===== src/rtl/pc_fetch_ctrl.sv =====
// -----------------------------------------------------------------------------
// pc_fetch_ctrl
//
// Fetch sequencer for the CPU core. Owns the program counter and the next-PC
// selection (sequential, beq, j/jal, jr). It fetches one word at a time from
// instruction memory over a req/ack handshake, then holds the instruction for
// decode over a valid/ready handshake. Redirect information from
// decode/execute is only consumed in the cycle decode accepts the instruction.
//
// Parameters:
//   RESET_PC      PC loaded on reset (must be word aligned).
//
// Ports:
//   clk           system clock, all state changes on the rising edge
//   reset         synchronous, active-high reset
//   imem_req      fetch request to instruction memory (high in FETCH)
//   imem_addr     fetch address, always equal to pc
//   imem_ack      memory response strobe, qualifies imem_rdata
//   imem_rdata    fetched instruction word
//   instr         instruction presented to decode
//   instr_valid   instr and pc are valid for decode (high in HOLD)
//   decode_ready  decode accepts instr this cycle
//   beq_zero      branch condition true
//   is_branch     accepted instruction is beq
//   beq_imm       branch offset in words
//   is_jump       accepted instruction is j/jal
//   jump_index    j/jal target index
//   is_jr         accepted instruction is jr
//   jr_addr       jr target
//   pc            PC of the current fetch / instruction
//   pc_plus4      pc + 4 (jal link value)
//
// Optional feature, macro PC_FETCH_PERF_EN:
//   fetch_count   number of accepted instructions (wraps)
//   stall_count   cycles spent waiting on memory or decode (wraps)
// -----------------------------------------------------------------------------
module pc_fetch_ctrl #(
  parameter logic [31:0] RESET_PC = 32'h0000_3000
) (
  input  logic        clk,
  input  logic        reset,
  output logic        imem_req,
  output logic [31:0] imem_addr,
  input  logic        imem_ack,
  input  logic [31:0] imem_rdata,
  output logic [31:0] instr,
  output logic        instr_valid,
  input  logic        decode_ready,
  input  logic        beq_zero,
  input  logic        is_branch,
  input  logic [15:0] beq_imm,
  input  logic        is_jump,
  input  logic [25:0] jump_index,
  input  logic        is_jr,
  input  logic [31:0] jr_addr,
  output logic [31:0] pc,
  output logic [31:0] pc_plus4
`ifdef PC_FETCH_PERF_EN
  ,
  output logic [31:0] fetch_count,
  output logic [31:0] stall_count
`endif
);

  typedef enum logic [1:0] {
    IDLE  = 2'd0,
    FETCH = 2'd1,
    HOLD  = 2'd2
  } state_t;

  state_t      state_reg, state_next;
  logic [31:0] pc_reg, pc_next;
  logic [31:0] instr_reg, instr_next;

  logic        fetch_done;
  logic        accept;
  logic [31:0] seq_pc;
  logic [31:0] branch_offset;
  logic [31:0] redirect_pc;

  // ---------------------------------------------------------------------------
  // Handshake qualifiers. An ack outside FETCH and a ready outside HOLD are
  // simply not looked at.
  // ---------------------------------------------------------------------------
  assign fetch_done = (state_reg == FETCH) && imem_ack;
  assign accept     = (state_reg == HOLD) && decode_ready;

  // ---------------------------------------------------------------------------
  // Next-PC selection. Only used on accept; priority jr > jump > branch.
  // All adds are plain 32-bit so wrap past 32'hFFFF_FFFC is silent.
  // ---------------------------------------------------------------------------
  assign seq_pc        = pc_reg + 32'd4;
  assign branch_offset = {{14{beq_imm[15]}}, beq_imm, 2'b00};

  always_comb begin
    redirect_pc = seq_pc;
    if (is_jr) begin
      redirect_pc = {jr_addr[31:2], 2'b00};
    end else if (is_jump) begin
      redirect_pc = {seq_pc[31:28], jump_index, 2'b00};
    end else if (is_branch && beq_zero) begin
      redirect_pc = seq_pc + branch_offset;
    end
  end

  // ---------------------------------------------------------------------------
  // FSM next state and datapath next values.
  // ---------------------------------------------------------------------------
  always_comb begin
    state_next = state_reg;
    pc_next    = pc_reg;
    instr_next = instr_reg;
    case (state_reg)
      IDLE: begin
        // One dead cycle after reset, then start fetching.
        state_next = FETCH;
      end
      FETCH: begin
        if (fetch_done) begin
          instr_next = imem_rdata;
          state_next = HOLD;
        end
      end
      HOLD: begin
        if (accept) begin
          pc_next    = redirect_pc;
          state_next = FETCH;
        end
      end
      default: begin
        state_next = IDLE;
      end
    endcase
  end

  always_ff @(posedge clk) begin
    if (reset) begin
      state_reg <= IDLE;
      pc_reg    <= RESET_PC;
      instr_reg <= 32'd0;
    end else begin
      state_reg <= state_next;
      pc_reg    <= pc_next;
      instr_reg <= instr_next;
    end
  end

  // ---------------------------------------------------------------------------
  // Outputs are pure decodes of the registered state, so imem_addr/pc/instr
  // are stable for as long as the FSM sits in a state.
  // ---------------------------------------------------------------------------
  assign imem_req    = (state_reg == FETCH);
  assign instr_valid = (state_reg == HOLD);
  assign imem_addr   = pc_reg;
  assign pc          = pc_reg;
  assign pc_plus4    = seq_pc;
  assign instr       = instr_reg;

`ifdef PC_FETCH_PERF_EN
  // ---------------------------------------------------------------------------
  // Performance counters. Both wrap silently.
  // ---------------------------------------------------------------------------
  logic [31:0] fetch_count_reg;
  logic [31:0] stall_count_reg;
  logic        stall_cycle;

  assign stall_cycle = ((state_reg == FETCH) && !imem_ack) ||
                       ((state_reg == HOLD) && !decode_ready);

  always_ff @(posedge clk) begin
    if (reset) begin
      fetch_count_reg <= 32'd0;
      stall_count_reg <= 32'd0;
    end else begin
      if (accept) begin
        fetch_count_reg <= fetch_count_reg + 32'd1;
      end
      if (stall_cycle) begin
        stall_count_reg <= stall_count_reg + 32'd1;
      end
    end
  end

  assign fetch_count = fetch_count_reg;
  assign stall_count = stall_count_reg;
`endif

endmodule


===== config.mk =====
export PLATFORM = sky130hd
export DESIGN_NAME = pc_fetch_ctrl
export DESIGN_NICKNAME = d
export VERILOG_FILES = /design/src/rtl/pc_fetch_ctrl.sv
export SDC_FILE = /design/constraint.sdc
export NUM_CORES = 1
export LEC_CHECK = 0
export BUFFER_PORTS_ARGS = -buffer_cell sky130_fd_sc_hd__buf_2
export CORE_MARGIN = 1
export CORE_UTILIZATION = 30
export DETAILED_ROUTE_END_ITERATION = 6
export GPL_ROUTABILITY_DRIVEN = 0
export SYNTH_ARGS = -nofsm -noshare
export SYNTH_HDL_FRONTEND = slang
export SYNTH_SLANG_ARGS = --single-unit

===== constraint.sdc =====
create_clock -name clk -period 3.52 [get_ports clk]
set_input_delay 0.528 -clock clk [delete_from_list [all_inputs] [get_ports clk]]
set_output_delay 0.528 -clock clk [all_outputs]
set_load 0.05 [all_outputs]

==> results of run 1 <==
routing by layer:
metal  wire (µm)  up-vias
li1            -     3323
met4         683        0
met1       10300     3215
met3        1220       45
met2       11500      258
met5           0        -
cell families (layout without fill, tap and decap cells):
logic type,Yosys count,in the layout,synth area share (%)
AO/OA/AOI/OAI,254,254,29.3
XOR/XNOR,44,44,6.92
adder cells (fa/ha/maj),37,37,8.28
buffers and inverters,96,381,10.0
flip-flops,64,64,22.6
multiplexers,3,3,0.529
other,1,6,0.0660
AND/OR/NAND/NOR,270,270,22.3
layout make-up:
cell class | count | area [µm²]
fillers | 1862 | 9680
multi-input cells | 614 | 4510
repair buffers | 347 | 2030
flip-flops and latches | 64 | 1340
well taps | 229 | 287
clock buffers | 10 | 250
clock inverters | 6 | 95.1
inverters | 18 | 81.3
critical path, cell delays in order, from the launching register on:
cell	delay [ns]
dfxtp_4	0.36
ha_4	0.12
and4_4	0.23
nand2_4	0.06
or2_4	0.34
nor3_4	0.28
xor2_4	0.20
ha_4	0.22
a21o_1	0.16
a21o_1	0.18
a221o_1	0.33
a21boi_2	0.17
a211oi_2	0.24
o311ai_2	0.16
nand3_1	0.13
o311ai_1	0.09
power by group through the flow:
stage / clock [mW] / sequential [mW] / combinational (mW)
3_5_place_dp: 0 / 0.776 / 0.673
2_1_floorplan: 0 / 0.869 / 0.365
6_report: 1.07 / 0.759 / 0.702
4_1_cts: 1.09 / 0.759 / 0.680
5_1_grt: 1.11 / 0.763 / 0.753
3_3_place_gp: 0 / 0.775 / 0.670
worst max-delay path by stage:
stage	start	to	slack, ns	cells after the start
after floorplan	imem_addr[2]	imem_addr[31]	-0.33	17
after global placement	imem_addr[3]	imem_addr[29]	0.02	16
after detailed placement	imem_addr[18]	imem_addr[31]	-0.02	12
after CTS	imem_addr[3]	imem_addr[29]	0.01	15
after global routing	imem_addr[7]	imem_addr[30]	-0.02	15
final	imem_addr[3]	imem_addr[31]	0.10	15
Yosys cell counts, drive strengths merged (6+ instances only):
cell	number	area (µm²)
a31oi	10	77.6
nor3	15	91.3
o22ai	9	56.3
ha	36	450
o21a	7	52.6
xor2	20	183
nand2	130	490
nand4	18	128
o211ai	15	113
xnor2	24	210
and3	8	51.3
o311ai	7	61.3
clkbuf	39	186
and4	6	56.3
a211oi	14	105
dfxtp	64	1280
a21o	18	135
inv	16	60.1
nor2	50	188
o21ai	43	215
nand3	17	85.1
a21oi	88	444
buf	39	300
repair_timing:
item	4_1_cts	5_1_grt
resized for setup	8	34
buffers inserted	1	10
pin swaps	6	27
endpoints found under the setup margin	3	17
endpoints found under the hold margin	0	0
==> flow_metrics.py, run 1 <==
metrics = {
    "run_status": {
        "status": "complete, no violations",
    },
    "pwr": {
        "finalPower_mw": 2.53,
        "power.internal_mw": 1.66,
        "peakVddDrop_v": 0.000251,
        "powerDensity_mw_per_mm2": 295,
        "seqPwrFrac_pct": 30.0,
        "leakage_nw": 4.12,
        "p_comb_share_pct": 27.7,
        "pwr-share-clk_pct": 42.3,
        "switchingPower_uw": 871,
        "p_sw_share_pct": 34.4,
    },
    "worst_hold_path": {
        "holdPathStages": 3,
        "hold_path_class": "in -> reg",
        "hp-start": "imem_rdata[14]",
        "min_to": "instr[14]",
    },
    "grt": {
        "gr-total-overflow": 0,
        "met2_usage_pct": 40.9,
        "grt_use_total_pct": 23.8,
        "grt_pass1_wl_um": 36100,
        "busiest_layer": "met2",
        "grt_max_degree": 34,
        "grt_pass1_vias": 6514,
        "antenna_found_initial": 0,
        "grt_use_met1_pct": 29.9,
        "gr-usage-met3_pct": 3.82,
    },
    "clock_tree": {
        "clk_latency_ns": 0.34,
        "max-clock-path-buffers": 2,
        "clock_sinks": 64,
        "cts_buffers": 9,
        "ctsRootBufferMaster": "clkbuf_16",
        "cts_tree": "built",
        "path_clk_slew_ns": 0.06,
        "hold_buffers": 0,
        "htreeDepth": 3,
    },
    "critical_path": {
        "r2r-start": "imem_addr[3]",
        "worstPathArrival_ns": 3.62,
        "r2r_slack_ns": 0.10,
        "cp.required_ns": 3.72,
        "worstReg2RegEnd": "imem_addr[31]",
        "critPathKind": "reg -> reg",
        "end_kind": "flop",
        "r2r_cells": 15,
        "critPathMaxFanout": 6,
        "start_kind": "flop",
    },
    "placement": {
        "dp_cells": 1262,
        "dpl.hpwl_um": 18200,
        "placed_area_mm2": 0.00795,
        "dp_slack_ns": -0.0188,
        "io_buffers": 235,
    },
    "yosys": {
        "avgSynthCellArea_um2": 7.39,
        "synth_area_mm2": 0.00568,
        "ys.flop_type": "dfxtp_1",
        "synth_cells": 769,
        "synth_edf_count": 0,
        "ys_seq_area_share_pct": 22.6,
        "yosysUniqueCellTypes": 77,
        "ys_warn_count": 0,
        "synth-async-reset-ratio_pct": 0,
        "ys_ff_latch": 64,
    },
    "sta": {
        "clock.fmax_mhz": 292,
        "tns_ns": 0,
        "finalCriticalPeriod_ns": 3.42,
        "max-slew-margin-rel_pct": 23.6,
        "worstMarginPinSlew_ns": 1.15,
        "fin_worst_skew_ns": 0.00960,
        "hold_ws_ns": 0.426,
        "hold_viol": 0,
        "rsz0062_at_grt": "true",
        "setup_violations": 0,
        "period_share_pct": 97.1,
        "layout_setup_ws_ns": 0.101,
        "slew_violations": 0,
    },
    "final_layout": {
        "largest_register_ff_count": 32,
        "insertedDiodeCount": 0,
        "final_common_cell": "buf_2",
        "layout_common_cells": "buf_2, nand2_1, buf_4",
        "stdcell_area_mm2": 0.00859,
        "final_core_util_pct": 47.0,
        "nNetsFinal": 1205,
        "final_layout_size_suffix_gt1_share_pct": 44.9,
        "instances_no_fill": 1288,
        "syn2layout_area_growth_pct": 51.3,
    },
    "floorplanning": {
        "die_h_um": 140,
        "rows": 49,
        "fp.dieW_um": 140,
        "start_util_pct": 31.1,
        "num_io_pins": 244,
        "core_area_mm2": 0.0183,
        "die_area_mm2": 0.0195,
    },
    "routing": {
        "wl_um": 23600,
        "num_vias": 6841,
        "drc_errors": 0,
        "postRouteAntennaNets": 0,
        "drt_first_pass_iters": 5,
        "routed_via_density": 5.31,
        "drt-wirelength-per-cell_um": 18.4,
        "drt_iter0_drc": 353,
    },
    "run": {
        "drv_cap": 0,
    },
}
(Power assumes the default switching activity.)
==> inputs of run 2 (changes only) <==
- REMOVE_ABC_BUFFERS: default -> 1
==> run 2 against run 1 <==
  * Critical path depth unchanged
  * Core utilization down 1.4 points
  * Flip-flop and latch count unchanged
  * Clock skew down 0.0022 ns
  * Critical endpoint is now imem_addr[29]
  * Hold slack better by 0.011 ns
  * Highest routed layer is now met5
  * Largest power group unchanged
==> flow_metrics.py, run 2 (synthesis gave the netlist of run 1 again) <==
metrics = {
    "critical_path": {
        "cpLargestDelayFamily": "compound AO/OA/AOI/OAI gates",
        "crit_buf_inv": 2,
        "path_cells": "ha_4 -> and4_4 -> buf_4 -> nand4_1 -> xnor2_2 -> ha_4 -> a21oi_2 -> o221a_2 -> a2bb2oi_4 -> nor4b_2 -> buf_4 -> o311a_4 -> o41ai_4 -> mux2i_1 -> o21ai_1",
        "worstPathArrival_ns": 3.66,
        "r2r_slack_ns": 0.07,
        "cp_slowest_cell": "o311a_4",
        "critPathKind": "reg -> reg",
        "r2r-start": "imem_addr[3]",
        "end_kind": "flop",
        "critPathMaxStageDelay_ns": 0.38,
        "worstReg2RegEnd": "imem_addr[29]",
        "start_kind": "flop",
        "r2r_cells": 15,
        "cp.required_ns": 3.73,
        "critPathMaxFanout": 4,
    },
    "final_layout": {
        "multi_input_area_mm2": 0.00425,
        "final_common_cell": "buf_2",
        "largest_register_ff_count": 32,
        "nNetsFinal": 1217,
        "syn2layout_area_growth_pct": 46.9,
        "ff_latch_area_mm2": 0.00128,
        "final_layout_size_suffix_gt1_share_pct": 42.3,
        "layout_common_cells": "buf_2, nand2_1, buf_4",
        "fillers": 1855,
    },
    "sta": {
        "clock.fmax_mhz": 290,
        "setup_violations": 0,
        "max-slew-margin-rel_pct": 19.6,
        "layout_setup_ws_ns": 0.0680,
        "period_share_pct": 98.1,
        "finalCriticalPeriod_ns": 3.45,
        "rsz0062_at_grt": "true",
        "hold_ws_ns": 0.436,
        "fin_worst_skew_ns": 0.00737,
        "worstMarginPinSlew_ns": 1.20,
        "hold_viol": 0,
        "slew_violations": 0,
        "tns_ns": 0,
    },
    "floorplanning": {
        "num_io_pins": 244,
        "start_util_pct": 31.1,
        "core_area_mm2": 0.0183,
        "fp.dieW_um": 140,
        "die_h_um": 140,
        "die_area_mm2": 0.0195,
        "rows": 49,
    },
    "routing": {
        "num_vias": 6923,
        "drt-wirelength-per-cell_um": 17.9,
        "drc_errors": 0,
        "routed_via_density": 5.31,
        "wl_um": 23400,
        "drt_iter0_drc": 434,
        "postRouteAntennaNets": 0,
        "drt_first_pass_iters": 5,
    },
    "pwr": {
        "seqPwrFrac_pct": 31.4,
        "peakVddDrop_v": 0.000179,
        "powerDensity_mw_per_mm2": 293,
        "finalPower_mw": 2.44,
        "power.internal_mw": 1.64,
        "p_comb_share_pct": 29.1,
        "switchingPower_uw": 804,
        "leakage_nw": 4.12,
        "p_sw_share_pct": 32.9,
        "pwr-share-clk_pct": 39.5,
    },
    "grt": {
        "grt_use_total_pct": 23.2,
        "grt_pass1_wl_um": 34900,
        "gr-usage-met3_pct": 4.96,
        "gr-total-overflow": 0,
        "met2_usage_pct": 38.9,
        "busiest_layer": "met2",
        "antenna_found_initial": 4,
        "grt_max_degree": 53,
        "grt_pass1_vias": 6409,
        "grt_use_met1_pct": 28.7,
    },
    "worst_hold_path": {
        "hp-start": "imem_rdata[25]",
        "min_to": "instr[25]",
        "hold_path_class": "in -> reg",
        "holdPathStages": 3,
    },
    "clock_tree": {
        "cts_tree": "built",
        "hold_buffers": 0,
        "cts_buffers": 9,
        "path_clk_slew_ns": 0.06,
        "clock_sinks": 64,
        "max-clock-path-buffers": 2,
        "ctsRootBufferMaster": "clkbuf_16",
        "clk_latency_ns": 0.33,
        "htreeDepth": 3,
    },
    "placement": {
        "dp_slack_ns": -0.133,
        "dpl.hpwl_um": 18300,
        "io_buffers": 235,
    },
    "run_status": {
        "status": "complete, no violations",
    },
    "run": {
        "drv_cap": 0,
    },
}
## run 2: worst min-delay path: cells and delay by family
| family | cells | cell delay (ns) |
|---|---|---|
| and+or+nand+nor | 1 | 0.04 |
| AOI/OAI and AO/OA | 1 | 0.05 |
| buffers and inverters | 1 | 0.09 |
## run 2: per-layer routing
layer	vias up	part of all wire [%]
li1	3350	-
met1	3173	42
met2	343	47
met3	55	7.2
met4	2	3.3
met5	-	0.060
## run 2: worst max path at each step
| stage | start | to | cells after the start |
|---|---|---|---|
| global placement | imem_addr[2] | imem_addr[29] | 15 |
| CTS | imem_addr[2] | imem_addr[29] | 16 |
| floorplan | imem_addr[2] | imem_addr[29] | 15 |
| global route | imem_addr[9] | imem_addr[29] | 17 |
| finish | imem_addr[3] | imem_addr[29] | 15 |
| detailed placement | imem_addr[2] | imem_addr[29] | 15 |
## run 2: timing repair
action / CTS / global route
pin swaps: 4 / 31
resized for setup: 8 / 69
setup endpoints to repair: 8 / 16
hold endpoints to repair: 0 / 0
buffers inserted: 1 / 3
## run 2: stage by stage
stage	utilization, %	cell area [µm²]	instances
2_1_floorplan	-	5210	696
3_3_place_gp	41.5	7580	1281
3_5_place_dp	41.5	7580	1281
4_1_cts	43.5	7950	1298
5_1_grt	45.7	8340	1303
6_report	45.7	8340	1303
## run 2: cell type report
class	count	area share, %
multi-input cells	614	50.9
repair buffers	359	25.3
flip-flops and latches	64	15.4
well taps	229	3.43
clock buffers	11	2.91
inverters	18	0.975
clock inverters	5	0.960
diodes	3	0.0900
## run 2: power by group through the flow
stage	Sequential [mW]	Combinational [mW]	Clock [mW]
after floorplan	0.897	0.285	0
after global placement	0.780	0.675	0
after detailed placement	0.781	0.677	0
after CTS	0.766	0.682	0.979
after global routing	0.770	0.760	1.02
final	0.767	0.710	0.965
==> inputs of run 3 (changes only) <==
- PLACE_DENSITY: default -> 0.56
==> run 3 against run 2 <==
  * Wire length shrank 0.83%
  * Clock power rose by 15%
  * Clock skew is 0.0037 ns higher
  * Largest cell class unchanged
==> flow_metrics.py, run 3 (synthesis gave the netlist of run 1 again) <==
metrics = {
    "grt": {
        "grt_use_total_pct": 23.0,
        "gr-total-overflow": 0,
        "grt_pass1_vias": 6359,
        "antenna_found_initial": 1,
        "grt_max_degree": 54,
        "grt_pass1_wl_um": 34900,
    },
    "pwr": {
        "powerDensity_mw_per_mm2": 313,
        "finalPower_mw": 2.58,
        "peakVddDrop_v": 0.000234,
        "leakage_nw": 4.02,
    },
    "placement": {
        "io_buffers": 235,
        "dpl.hpwl_um": 18100,
    },
    "sta": {
        "fin_worst_skew_ns": 0.0111,
        "rsz0062_at_grt": "true",
        "slew_violations": 0,
        "hold_ws_ns": 0.440,
        "worstMarginPinSlew_ns": 1.20,
        "period_share_pct": 99.3,
        "finalCriticalPeriod_ns": 3.50,
        "setup_violations": 0,
        "hold_viol": 0,
        "clock.fmax_mhz": 286,
        "max-slew-margin-rel_pct": 20.2,
    },
    "floorplanning": {
        "start_util_pct": 31.1,
        "die_h_um": 140,
        "num_io_pins": 244,
        "core_area_mm2": 0.0183,
        "fp.dieW_um": 140,
        "rows": 49,
        "die_area_mm2": 0.0195,
    },
    "final_layout": {
        "final_core_util_pct": 45.1,
        "largest_register_ff_count": 32,
        "ff_latch_area_mm2": 0.00128,
        "nNetsFinal": 1218,
        "layout_common_cells": "buf_2, nand2_1, buf_4",
        "fillers": 1860,
        "syn2layout_area_growth_pct": 45.2,
        "multi_input_area_mm2": 0.00411,
        "final_common_cell": "buf_2",
        "final_layout_size_suffix_gt1_share_pct": 41.0,
    },
    "clock_tree": {
        "ctsRootBufferMaster": "clkbuf_16",
        "path_clk_slew_ns": 0.06,
        "cts_tree": "built",
        "clk_latency_ns": 0.32,
        "max-clock-path-buffers": 2,
        "clock_sinks": 64,
        "cts_buffers": 9,
        "htreeDepth": 3,
    },
    "routing": {
        "drt_first_pass_iters": 4,
        "routed_via_density": 5.25,
        "drt-wirelength-per-cell_um": 17.8,
        "drc_errors": 0,
        "postRouteAntennaNets": 0,
        "num_vias": 6841,
        "wl_um": 23200,
        "drt_iter0_drc": 438,
    },
    "critical_path": {
        "cp_slowest_cell": "dfxtp_1",
        "cp_common_cell": "buf_4",
        "cp.required_ns": 3.70,
        "cpLargestDelayFamily": "compound AO/OA/AOI/OAI gates",
        "start_kind": "flop",
        "critPathMaxStageDelay_ns": 0.38,
        "crit_buf_inv": 3,
        "worstPathArrival_ns": 3.68,
        "r2r-start": "imem_addr[6]",
        "critPathKind": "reg -> reg",
        "end_kind": "flop",
        "critPathMaxFanout": 5,
        "path_cells": "and3_1 -> nand4_1 -> buf_4 -> nor3_2 -> buf_4 -> xnor2_1 -> ha_1 -> a21o_1 -> a221o_1 -> a21boi_2 -> a211oi_2 -> o311ai_1 -> buf_4 -> nand3_2 -> o311ai_2",
        "startpoint": "imem_addr[6]",
    },
    "run_status": {
        "status": "complete, no violations",
    },
    "worst_hold_path": {
        "hp-start": "imem_rdata[9]",
        "hold_path_class": "in -> reg",
    },
    "run": {
        "drv_cap": 0,
    },
}
==> run 3: changes by cell type in the layout (fill, tap and decap cells not counted), moves of 3 or more <==
cell	before	now
buf_4	122	125
xnor2_1	16	21
xnor2_2	8	3
xor2_1	14	19
xor2_2	6	1
==> run 3: tightest hold or removal path: stages <==
cell     delay [ns]
buf_2          0.09
nand2_1        0.04
a21oi_1        0.05
==> run 3: path summary, 6_finish.rpt <==
kind	end	slack, ns	depth (start not counted)
hold / removal	instr[9]	0.44	3
setup reg to reg	imem_addr[31]	0.02	15
hold reg to reg	instr[19]	0.45	2
setup / recovery	imem_addr[31]	0.02	15
==> run 3: area by class of cell <==
class / instances / area share [%]
Antenna cell: 1 / 0.0303
Clock inverter: 5 / 1.55
Inverter: 18 / 0.986
Clock buffer: 11 / 2.94
Timing Repair Buffer: 360 / 25.6
Sequential cell: 64 / 15.6
Multi-Input combinational cell: 614 / 49.8
Tap cell: 229 / 3.47
==> run 3: report_power, final <==
| group | switching [mW] | total (mW) | internal, mW |
|---|---|---|---|
| Clock | 0.326 | 1.11 | 0.783 |
| Combinational | 0.459 | 0.704 | 0.246 |
| Sequential | 0.0154 | 0.767 | 0.751 |
| Total | 0.800 | 2.58 | 1.78 |
==> run 3: stage by stage <==
step | cell area, µm² | TNS (ns) | setup WS, ns | std cells
finish | 8250 | 0 | 0.0236 | 1302
global route | 8250 | -0.274 | -0.113 | 1301
CTS | 8020 | 0 | 0.00837 | 1299
detailed placement | 7570 | -0.287 | -0.133 | 1280
global placement | 7570 | -0.192 | -0.131 | 1280
floorplan | 5210 | -27.71 | -1.57 | 696
==> run 3: repair_timing <==
item	in CTS	in global routing
buffers inserted	3	2
gates resized for setup	9	45
pin swaps	4	17
hold buffers	0	0
setup endpoints to repair	5	15
endpoints found under the hold margin	0	0
==> run 3: per-layer routing <==
layer / vias to the layer above / share of wire, % / global-route usage, %
met4: 0 / 2.9 / 6.94
met1: 3095 / 43 / 30.1
met5: - / 0 / 0
li1: 3356 / - / -
met2: 350 / 47 / 38.4
met3: 40 / 7.1 / 3.89
